### config.mk
export PLATFORM = sky130hd
export DESIGN_NAME = conv_weight_streamer_flat
export DESIGN_NICKNAME = d
export VERILOG_FILES = /design/src/rtl/conv_weight_streamer_pkg.sv /design/src/rtl/conv_weight_streamer_if.sv /design/src/rtl/conv_weight_streamer_weight_skid_fifo.sv /design/src/rtl/conv_weight_streamer.sv /design/src/flat_wrapper.sv
export SDC_FILE = /design/constraint.sdc
export NUM_CORES = 1
export LEC_CHECK = 0
export CAP_MARGIN = 25
export CORE_UTILIZATION = 30
export DETAILED_ROUTE_END_ITERATION = 8
export HOLD_SLACK_MARGIN = 0.05
export SLEW_MARGIN = 20
export SYNTH_ARGS = -nofsm -noshare
export SYNTH_HDL_FRONTEND = slang
export SYNTH_SLANG_ARGS = --single-unit
### constraint.sdc
create_clock -name clk -period 5.2 [get_ports clk]
set_input_delay 0.78 -clock clk [delete_from_list [all_inputs] [get_ports clk]]
set_output_delay 0.78 -clock clk [all_outputs]
set_load 0.05 [all_outputs]
### src/rtl/conv_weight_streamer_pkg.sv
// Shared definitions for the conv-layer weight streamer.
// Holds the weight array geometry, the FSM state encoding and the byte-lane
// positions inside the 16-bit streamed word.
package conv_weight_streamer_pkg;

  localparam int CWS_NUM_KERNEL  = 32;
  localparam int CWS_TAPS        = 77;
  localparam int CWS_TOTAL_WORDS = CWS_NUM_KERNEL * CWS_TAPS;

  // data_out lanes: weight in the low byte, kernel tag (or zero) in the high byte
  localparam int WEIGHT_LANE_LSB = 0;
  localparam int WEIGHT_LANE_MSB = 7;
  localparam int TAG_LANE_LSB    = 8;
  localparam int TAG_LANE_MSB    = 15;

  typedef enum logic [1:0] {
    ST_IDLE  = 2'b00,
    ST_RUN   = 2'b01,
    ST_DRAIN = 2'b10,
    ST_DONE  = 2'b11
  } cws_state_e;

endpackage

### src/rtl/conv_weight_streamer_if.sv
// Valid/ready stream from the weight streamer into the weight buffer's
// serial input.
//   data_out   : streamed word
//   data_valid : data_out holds a word
//   data_ready : sink accepts; transfer when valid & ready at a rising edge
interface conv_weight_streamer_if #(
  parameter int OUT_W = 16
);
  logic [OUT_W-1:0] data_out;
  logic             data_valid;
  logic             data_ready;

  modport master (output data_out, output data_valid, input data_ready);
  modport slave  (input data_out, input data_valid, output data_ready);
endinterface

### src/rtl/conv_weight_streamer_weight_skid_fifo.sv
// weight_skid_fifo: 2-entry FIFO sitting between the ROM read port and the
// output stream. Absorbs the one-cycle ROM latency under backpressure.
//   push/push_data : write an entry (accepted when not full, or when popping)
//   pop            : remove head (ignored when empty)
//   head           : oldest entry, stable until popped
//   empty/full     : occupancy flags
//   count          : occupancy 0..2
module weight_skid_fifo #(
  parameter int W = 8
) (
  input  logic         clk,
  input  logic         rst_n,
  input  logic         push,
  input  logic [W-1:0] push_data,
  input  logic         pop,
  output logic [W-1:0] head,
  output logic         empty,
  output logic         full,
  output logic [1:0]   count
);

  logic [W-1:0] mem_q [2];
  logic         wr_q;
  logic         rd_q;
  logic [1:0]   count_q;
  logic         pop_ok;
  logic         push_ok;

  assign pop_ok  = pop & (count_q != 2'd0);
  // a push into a full FIFO is fine when the head leaves on the same edge
  assign push_ok = push & ((count_q != 2'd2) | pop_ok);

  always_ff @(posedge clk or negedge rst_n) begin
    if (!rst_n) begin
      for (int i = 0; i < 2; i++) mem_q[i] <= '0;
      wr_q    <= 1'b0;
      rd_q    <= 1'b0;
      count_q <= 2'd0;
    end else begin
      if (push_ok) begin
        mem_q[wr_q] <= push_data;
        wr_q        <= ~wr_q;
      end
      if (pop_ok) rd_q <= ~rd_q;
      count_q <= count_q + {1'b0, push_ok} - {1'b0, pop_ok};
    end
  end

  assign head  = mem_q[rd_q];
  assign empty = (count_q == 2'd0);
  assign full  = (count_q == 2'd2);
  assign count = count_q;

endmodule

### src/rtl/conv_weight_streamer.sv
// conv_weight_streamer: reads NUM_KERNEL x TAPS int8 weights from a
// 1-cycle-latency ROM in kernel-major, tap-minor order and streams them one
// word per cycle over a valid/ready interface, weight in the low byte.
// Ports:
//   clk, rst_n : clock, asynchronous active-low reset
//   start      : one-cycle pulse, begins a load (ignored while busy)
//   rom_en     : ROM read enable
//   rom_addr   : ROM address, kernel*TAPS+tap
//   rom_data   : ROM data, valid the cycle after rom_en
//   strm       : output stream (master modport)
//   busy       : loading (RUN or DRAIN)
//   done       : load complete, held until the next start
// Optional macro WEIGHT_STREAM_TAG_EN: data_out[15:8] carries the kernel
// index of each word; otherwise the high byte is zero.
module conv_weight_streamer
  import conv_weight_streamer_pkg::*;
#(
  parameter int NUM_KERNEL = CWS_NUM_KERNEL,
  parameter int TAPS       = CWS_TAPS,
  parameter int DW         = 8,
  parameter int OUT_W      = 16,
  parameter int ADDR_W     = 12
) (
  input  logic                   clk,
  input  logic                   rst_n,
  input  logic                   start,
  output logic                   rom_en,
  output logic [ADDR_W-1:0]      rom_addr,
  input  logic [DW-1:0]          rom_data,
  conv_weight_streamer_if.master strm,
  output logic                   busy,
  output logic                   done
);

  localparam int TOTAL = NUM_KERNEL * TAPS;
  localparam int KW    = $clog2(NUM_KERNEL);
  localparam int TW    = $clog2(TAPS);
`ifdef WEIGHT_STREAM_TAG_EN
  localparam int EW    = DW + KW;
`else
  localparam int EW    = DW;
`endif

  cws_state_e        state_q;
  logic [ADDR_W-1:0] addr_q;
  logic              inflight_q;
  logic [KW-1:0]     kern_q;
  logic [TW-1:0]     tap_q;
`ifdef WEIGHT_STREAM_TAG_EN
  logic [KW-1:0]     pkern_q;
  logic [TW-1:0]     ptap_q;
`endif

  logic          push;
  logic          pop;
  logic [EW-1:0] push_data;
  logic [EW-1:0] head;
  logic          fifo_empty;
  logic          fifo_full;
  logic [1:0]    fifo_count;
  logic [2:0]    occ_d;
  logic          last_issue;
  logic          last_xfer;

  assign pop  = strm.data_valid & strm.data_ready;
  assign push = inflight_q;

  // Occupancy after this edge if nothing new were issued. Issuing only while
  // this is below 2 means every returning ROM word has a FIFO slot.
  assign occ_d      = {1'b0, fifo_count} + {2'b00, inflight_q} - {2'b00, pop};
  assign rom_en     = (state_q == ST_RUN) && (occ_d < 3'd2);
  assign rom_addr   = addr_q;
  assign last_issue = (addr_q == ADDR_W'(TOTAL - 1));
  assign last_xfer  = pop && (kern_q == KW'(NUM_KERNEL - 1)) && (tap_q == TW'(TAPS - 1));

  assign busy = (state_q == ST_RUN) || (state_q == ST_DRAIN);
  assign done = (state_q == ST_DONE);

  always_ff @(posedge clk or negedge rst_n) begin
    if (!rst_n) begin
      state_q    <= ST_IDLE;
      addr_q     <= '0;
      inflight_q <= 1'b0;
      kern_q     <= '0;
      tap_q      <= '0;
`ifdef WEIGHT_STREAM_TAG_EN
      pkern_q    <= '0;
      ptap_q     <= '0;
`endif
    end else begin
      inflight_q <= rom_en;

      if (pop) begin
        if (tap_q == TW'(TAPS - 1)) begin
          tap_q  <= '0;
          kern_q <= (kern_q == KW'(NUM_KERNEL - 1)) ? '0 : kern_q + KW'(1);
        end else begin
          tap_q <= tap_q + TW'(1);
        end
      end

`ifdef WEIGHT_STREAM_TAG_EN
      // push-side position, so each FIFO entry carries its own kernel index
      if (push) begin
        if (ptap_q == TW'(TAPS - 1)) begin
          ptap_q  <= '0;
          pkern_q <= (pkern_q == KW'(NUM_KERNEL - 1)) ? '0 : pkern_q + KW'(1);
        end else begin
          ptap_q <= ptap_q + TW'(1);
        end
      end
`endif

      case (state_q)
        ST_IDLE, ST_DONE: begin
          if (start) begin
            state_q <= ST_RUN;
            addr_q  <= '0;
            kern_q  <= '0;
            tap_q   <= '0;
`ifdef WEIGHT_STREAM_TAG_EN
            pkern_q <= '0;
            ptap_q  <= '0;
`endif
          end
        end
        ST_RUN: begin
          if (rom_en) begin
            if (last_issue) state_q <= ST_DRAIN;
            else            addr_q  <= addr_q + ADDR_W'(1);
          end
        end
        ST_DRAIN: begin
          // final word leaving with nothing queued behind it
          if (last_xfer && !fifo_full && !inflight_q) state_q <= ST_DONE;
        end
        default: state_q <= ST_IDLE;
      endcase
    end
  end

`ifdef WEIGHT_STREAM_TAG_EN
  assign push_data = {pkern_q, rom_data};
  assign strm.data_out[TAG_LANE_MSB:TAG_LANE_LSB] = 8'(head[EW-1:DW]);
`else
  assign push_data = rom_data;
  assign strm.data_out[TAG_LANE_MSB:TAG_LANE_LSB] = '0;
`endif
  assign strm.data_out[WEIGHT_LANE_MSB:WEIGHT_LANE_LSB] = head[DW-1:0];
  assign strm.data_valid = ~fifo_empty;

  weight_skid_fifo #(
    .W (EW)
  ) u_fifo (
    .clk       (clk),
    .rst_n     (rst_n),
    .push      (push),
    .push_data (push_data),
    .pop       (pop),
    .head      (head),
    .empty     (fifo_empty),
    .full      (fifo_full),
    .count     (fifo_count)
  );

endmodule

### src/flat_wrapper.sv
// flat-port wrapper written by rule: the top's interface ports become plain ports
module conv_weight_streamer_flat import conv_weight_streamer_pkg::*;
#(
  parameter int NUM_KERNEL = CWS_NUM_KERNEL,
  parameter int TAPS       = CWS_TAPS,
  parameter int DW         = 8,
  parameter int OUT_W      = 16,
  parameter int ADDR_W     = 12
)
  (clk, rst_n, start, rom_en, rom_addr, rom_data, busy, done, strm_data_out, strm_data_valid, strm_data_ready);
  conv_weight_streamer_if #(.OUT_W(OUT_W)) strm_i ();
  input  logic clk;
  input  logic rst_n;
  input  logic start;
  output logic rom_en;
  output logic [ADDR_W-1:0] rom_addr;
  input  logic [DW-1:0] rom_data;
  output logic busy;
  output logic done;
  output wire logic [$bits(strm_i.data_out)-1:0] strm_data_out;
  output wire logic [$bits(strm_i.data_valid)-1:0] strm_data_valid;
  input wire logic [$bits(strm_i.data_ready)-1:0] strm_data_ready;
  assign strm_data_out = strm_i.data_out;
  assign strm_data_valid = strm_i.data_valid;
  assign strm_i.data_ready = strm_data_ready;
  conv_weight_streamer #(.NUM_KERNEL(NUM_KERNEL), .TAPS(TAPS), .DW(DW), .OUT_W(OUT_W), .ADDR_W(ADDR_W)) u_core (.clk(clk), .rst_n(rst_n), .start(start), .rom_en(rom_en), .rom_addr(rom_addr), .rom_data(rom_data), .strm(strm_i), .busy(busy), .done(done));
endmodule
[After elaboration in Yosys (flattened, before gate mapping)]
Cells that the tools add are included.
Storage, ports and cells
  bits of input ports: 12
  logic and storage cells: 83
  register bits: 47
  output and inout bits: 32
Cells by class
  reductions and logical operators: 16
  $add $sub $neg: 7
  eq/ne operators: 13
  bitwise logic cells: 9
  $lt $le $gt $ge: 4
  mux-type cells: 24
Operator list (number)
  $mux W12: 3
  $mux W8: 4
  $mux W7: 4
  $mux W5: 5
  $pmux W12 S2: 1
  $bwmux W16: 1
  $add A12 B1 Y12 const B: 1
  $eq A12 B12 Y1 const B: 1
  $demux W8 S1: 1
  $mux W2: 4
  $ne A2 B2 Y1 const B: 4
  $reduce_and A4 Y1: 2
  $add A7 B1 Y7 const B: 1
  $eq A7 B7 Y1 const B: 1
  $eq A2 B2 Y1 const B: 3
  $logic_and A1 B1 Y1: 6
  $pmux W2 S3: 1
  $add A5 B1 Y5 const B: 1
  $eq A5 B5 Y1 const B: 1
  $ge A2 B2 Y1 const B: 2
  $logic_not A2 Y1: 2
  $ne A2 B1 Y1 const B: 2
  $not A1 Y2: 2
  $reduce_bool A2 Y1: 2
  other kinds (13): 18

[Depth between registers and ports, before layout]
Gate-level depths: netlist of the first run.
  depth in word-level cells: 9
  gate-level depth with buffers: 11
  depth with buffers taken out: 9

[Hierarchy]
A second synthesis of the first run with hierarchy kept.
Unflattened totals
  cells, all modules: 226
  area, all modules: 2472.4 um2
By module, submodules not included
  conv_weight_streamer: area an instance 1564.0 um2, sequential area each 675.6 um2, times used 1, cells each 166
  weight_skid_fifo: area an instance 908.4 um2, sequential area each 500.5 um2, times used 1, cells each 60

[Least setup slack after synthesis of the first run]
Ideal clock, no wire load.
  kind: in2out
  start: input port strm_data_ready
  end: output port rom_en
  data required time: 4420 ps
  cell stages on the path: 7
  data arrival time: 2703 ps
  path buffers: 0
  path slack: 1717 ps
  cells stage by stage: o21ai_2 > inv_1 > ha_1 > nor2b_1 > fa_1 > nand2b_1 > nor2_1
On the way
  longest elaborated chain between the ends: 4
RTL lines
  from (decl): RTL line flat_wrapper.sv:22  | input wire logic [$bits(strm_i.data_ready)-1:0] strm_data_ready;
  $and A1 B1 Y1: RTL line conv_weight_streamer.sv:65  | assign pop = strm.data_valid & strm.data_ready;
  $sub A3 B1 Y3: RTL line conv_weight_streamer.sv:70  | assign occ_d = {1'b0, fifo_count} + {2'b00, inflight_q} - {2'b00, pop};
  $lt A3 B2 Y1: RTL line conv_weight_streamer.sv:71  | assign rom_en = (state_q == ST_RUN) && (occ_d < 3'd2);
  $logic_and A1 B1 Y1: RTL line conv_weight_streamer.sv:71
  to (decl): RTL line flat_wrapper.sv:15  | output logic rom_en;
No other way between the ends.

[Final worst setup path of the first run]
Ends and elaborated chain as after synthesis.

==> results of run 1 <==
-- cell usage after synthesis, types with 2 or more instances --
library cell and count:
clkbuf_1 4, nand4b_1 2, inv_1 12, and3_1 2, buf_4 8, nand2b_1 2
xnor2_1 7, o31ai_1 8, or3_1 5, nand4_1 5, nor2b_1 2, mux2i_1 4
nand3_1 5, nor3_1 2, and4_1 4, dfrtp_1 47, a21oi_1 14, or4_1 6
and2_1 2, ha_1 12, o21ai_0 6, nor2_1 12, mux2_2 25, o21a_1 2
xor2_1 3, nand2_1 16
-- cell type report --
| class | instances | share of cell area (%) |
|---|---|---|
| Inverter | 12 | 1.455 |
| Tap cell | 105 | 4.242 |
| Clock inverter | 2 | 1.131 |
| Timing Repair Buffer | 36 | 11.80 |
| Sequential cell | 47 | 37.98 |
| Multi-Input combinational cell | 169 | 40.73 |
| Clock buffer | 6 | 2.667 |
-- worst max-delay path by stage --
stage                         start     end  slack [ns]
floorplan           strm_data_ready  rom_en        1.72
global placement    strm_data_ready  rom_en        0.78
detailed placement  strm_data_ready  rom_en        0.72
CTS                 strm_data_ready  rom_en        0.72
global route        strm_data_ready  rom_en        0.51
finish              strm_data_ready  rom_en        0.74
-- cells by family after synthesis --
| logic type | share of synthesized area [%] |
|---|---|
| buf+inv | 5.492 |
| other cells | 0.1470 |
| fa+ha+maj | 6.670 |
| mux | 12.60 |
| xor+xnor | 3.433 |
| flops | 46.10 |
| simple gates | 16.14 |
| compound gates | 9.417 |
-- where the power goes --
part           internal (mW)  switching, mW
clock                  0.156          0.126
sequential             0.471         0.0945
combinational          0.350          0.550
-- worst max-delay path, stage by stage --
cell	delay (ns)
clkdlybuf4s50_1	0.59
o21ai_2	0.14
inv_1	0.15
ha_1	0.24
nor2b_1	0.16
fa_1	0.44
nand2b_1	0.19
nor2_1	0.14
clkdlybuf4s50_1	0.84
-- flip-flops by register name, indices dropped and copies added, names as in the netlist, 2 cells and up --
register,cells
u_core.rom_addr,12
u_core.tap_q,7
u_core.state_q,2
u_core.u_fifo.mem_q,16
u_core.kern_q,5
u_core.u_fifo.count,2
-- routing by layer --
layer	part of all wire, %	wire, um	track usage (%)
met1	49	2449	16.69
met2	47	2357	19.57
met3	3.4	170	2.751
met4	0.92	46	3.077
met5	0	0	0
==> impl_metrics.toml, run 1 <==
[drt]
ant_nets = 0
drt-vias-per-instance = 4.910
first_iter_violations = 84
drcViolationCount = 0
finalWirelength_um = 5024
dr_total_vias = 1851
drt_pre_antenna_iters = 4
avgRoutedWirePerCell_um = 13.33

[sta]
min_period_over_period_pct = 85.73
grt_setup_unrepaired = "false"
finalSetupViolCount = 0
setup_slack_ns = 0.7422
finClkSkew_ns = 0.003544
maxClockFrequency_mhz = 224.3
hold_viol = 0
relative_slew_slack_pct = 49.31
timing.setup.tns_ns = 0
min_clock_period_post_route_ns = 4.458
timing.final.max_slew_violations = 0
worstMarginPinSlew_ns = 0.7591
hold_ws_ns = 0.4337

[power_and_ir_drop]
overall_power_after_layout_mw = 1.747
irDropWorstVdd_mv = 0.2803
power.density_nw_per_um2 = 564.2
power_leakage_nw = 1.328

[placed_design]
routability_congestion_estimate_from_global_placement = 0.8300
dpl.cell_count = 369
dpl.hpwl_um = 3723
port_buffers = 35
place_ws_ns = 0.7172
dpl_cell_area_sq_um = 2979

[worst_hold_path]
worst_hold_path_type = "input pin to asynchronous set/reset pin"

[yosys]
postSynthAreaPerCell_sq_um = 10.81
synth.lib_cells_used.distinct = 45
async_reset_ff_share_pct = 100.0
post-synth-top-area-fraction_pct = 46.10
synthCells = 236
synth_top_cells_by_area = "dfrtp_1 46%, mux2_2 11%, ha_1 5.9%"
synthDominantAreaCellType = "dfrtp_1"
synth_seq_cells = 47
synthesis.yosys.warnings = 0
ys_dominant_reg_cell = "dfrtp_1"
synth_edf_count = 0
synth_sequential_area_ratio_pct = 46.10
mappedNetlistArea_sq_um = 2551

[critical_path]
path_max_fanout = 6
critPathKind = "input pin to primary output"
rrSetupSlack_ns = 1.91
worst_ep_required_time_ns = 4.42
depth_of_the_worst_register_to_register_path = 9
critical_path.startpoint_type = "input pin"
cp-end-kind = "primary output"
r2r_end = "u_core.rom_addr[9]"
regToRegStartpoint = "u_core.u_fifo.count[0]"
cp_data_arrival_time_ns = 3.68

[clock_tree]
cts-hold-fix-buffers = 0
clk_root_buffer_cell = "clkbuf_8"
cts_inserted_buffers = 5
cts_resized = 0
clock_tree.htree_level_count = 2
clock_path_buffers = 2
path_clk_slew_ns = 0.09
post-cts-setup-buffers = 0
clock_latency_ns = 0.30
cts_tree = "done"
numClockSinks = 47

[die]
fp.dieW_um = 94.22
design.core.area_sq_um = 8217
die_area_sq_um = 8876
io_pins = 44
die_h_um = 94.22
rows = 33
floorplan.initialDensity_pct = 31.05

[cells_and_area]
net_total_in_the_final_layout = 296
final.fill_count = 819
fin_cells = 377
post-route-util_pct = 37.69
layout-drive-gt1-share_pct = 14.34
final_area_sq_um = 3097
final_cell_mix = "47 x dfrtp_1, 34 x clkdlybuf4s50_1, 25 x mux2_2, 16 x nand2_1, 14 x a21oi_1"
area_growth_pct = 21.38
multi_input_comb_area_sq_um = 1261
final_common_cell = "dfrtp_1"
final-seq-area_sq_um = 1176
insertedDiodeCount = 0

[global_route]
grt_start_max_net_pins = 29
gr-usage-all-layers_pct = 12.27
grt_antenna_before_repair = 0
globalRouteOverflowTotal = 0
grt_pass1_wl_um = 8521
first_global_vias = 1799

[job]
max-cap-violations = 0

[outcome]
result_of_the_run = "finished, final reports clean"
Note: power is estimated with default switching activity, not from simulation.
==> inputs of run 2 (changes only) <==
- CORE_UTILIZATION: 30 -> 50
- CTS_CLUSTER_DIAMETER: default -> 80
- PLACE_DENSITY: default -> 0.76
==> impl_metrics.toml, run 2 (synthesis gave the netlist of run 1 again) <==
[sta]
min_period_over_period_pct = 85.89
worstMarginPinSlew_ns = 0.7836
grt_setup_unrepaired = "false"
finalSetupViolCount = 0
timing.final.max_slew_violations = 0
maxClockFrequency_mhz = 223.9
setup_slack_ns = 0.7336
timing.setup.tns_ns = 0
hold_viol = 0
relative_slew_slack_pct = 47.67
min_clock_period_post_route_ns = 4.466
finClkSkew_ns = 0.01352

[placed_design]
dpl.cell_count = 331
port_buffers = 35
routability_congestion_estimate_from_global_placement = 0.7661
place_ws_ns = 0.7114
dpl.hpwl_um = 3366
dpl_cell_area_sq_um = 2932

[cells_and_area]
largest_reg_by_ff_count = "u_core.u_fifo.mem_q"
fin_cells = 338
area_growth_pct = 19.08
layout-drive-gt1-share_pct = 14.02
flip_flop_count_of_the_largest_register_all_copies_and_words_added = 16
final_cell_mix = "47 x dfrtp_1, 34 x clkdlybuf4s50_1, 25 x mux2_2, 16 x nand2_1, 14 x a21oi_1"
final_area_sq_um = 3038
net_total_in_the_final_layout = 296
insertedDiodeCount = 0
final_common_cell = "dfrtp_1"

[die]
fp.dieW_um = 73.43
design.core.area_sq_um = 4817
rows = 25
floorplan.initialDensity_pct = 52.96
die_h_um = 73.43
io_pins = 44
die_area_sq_um = 5392

[drt]
finalWirelength_um = 4556
drt_pre_antenna_iters = 4
avgRoutedWirePerCell_um = 13.48
ant_nets = 0
first_iter_violations = 98
drcViolationCount = 0
dr_total_vias = 1809
drt-vias-per-instance = 5.352

[clock_tree]
cts-hold-fix-buffers = 0
cts_tree = "done"
clk_root_buffer_cell = "clkbuf_8"
post-cts-setup-buffers = 0
cts_resized = 0
clock_tree.htree_level_count = 2
path_clk_slew_ns = 0.09
numClockSinks = 47
clock_path_buffers = 2
cts_inserted_buffers = 5
clock_latency_ns = 0.30

[critical_path]
critPathKind = "input pin to primary output"
critical_path.startpoint_type = "input pin"
path_max_fanout = 6
worstSetupStartpoint = "strm_data_ready"
worst_ep_required_time_ns = 4.42
regToRegStartpoint = "u_core.u_fifo.count[1]"
cp_data_arrival_time_ns = 3.69
depth_of_the_worst_register_to_register_path = 9
cp-end-kind = "primary output"

[global_route]
grt_start_max_net_pins = 27
use_met3_pct = 3.292
gr-usage-all-layers_pct = 18.88
busiest_layer = "met2"
grt_antenna_before_repair = 0
gr_util_met1_pct = 25.07
globalRouteOverflowTotal = 0
grt_use_met2_pct = 30.45
grt_pass1_wl_um = 7659
first_global_vias = 1690

[outcome]
result_of_the_run = "finished, final reports clean"

[worst_hold_path]
worst_hold_path_type = "input pin to asynchronous set/reset pin"

[job]
max-cap-violations = 0

[power_and_ir_drop]
power_leakage_nw = 1.317
power.density_nw_per_um2 = 566.1
irDropWorstVdd_mv = 0.3882
==> run 2: cell types whose count changed in the layout (fill, tap and decap cells not counted) <==
cell        change
clkbuf_8        -1
clkinv_2        -1
clkinvlp_4      +1
==> run 2: layout make-up <==
class / count / area, sq um
clock inverters: 2 / 37.54
fillers: 413 / 1779
flip-flops and latches: 47 / 1176
repair buffers: 36 / 365.4
inverters: 12 / 45.04
well taps: 67 / 83.83
multi-input cells: 169 / 1261
clock buffers: 5 / 68.82
==> run 2: worst paths after layout <==
path,slack [ns],end
min in group clk,0.51,u_core.u_fifo.mem_q[0]
worst min-delay path,0.44,u_core.rom_addr[10]
worst min register to register,0.51,u_core.u_fifo.mem_q[0]
max in group asynchronous,4.24,u_core.u_fifo.wr_q
worst max register to register,1.94,u_core.rom_addr[5]
worst max-delay path,0.73,rom_en
==> run 2: power breakdown <==
group          internal, mW  total (mW)  switching [mW]
Clock                 0.140       0.260           0.119
Combinational         0.350       0.894           0.544
Sequential            0.472       0.566          0.0940
==> run 2: per-stage QoR <==
stage | hold WS [ns] | total power, mW | util, %
6_report | 0.4423 | 1.720 | 63.06
5_1_grt | 0.4808 | 1.829 | 63.06
4_1_cts | 0.4496 | 1.739 | 63.06
3_5_place_dp | 0.4924 | 1.478 | 60.86
3_3_place_gp | 0.4822 | 1.453 | 60.44
2_1_floorplan | 0.4737 | 1.245 | -
==> run 2: routing by layer <==
layer  vias up  share of wire, %
li1        901                 -
met1       861                48
met2        40                47
met3         7               4.0
met4         0               1.3
met5         -                 0
==> run 2: critical path: stages <==
cell	delay (ns)
clkdlybuf4s50_1	0.59
o21ai_2	0.15
inv_1	0.15
ha_1	0.25
nor2b_1	0.16
fa_1	0.44
nand2b_1	0.18
nor2_1	0.14
clkdlybuf4s50_1	0.84
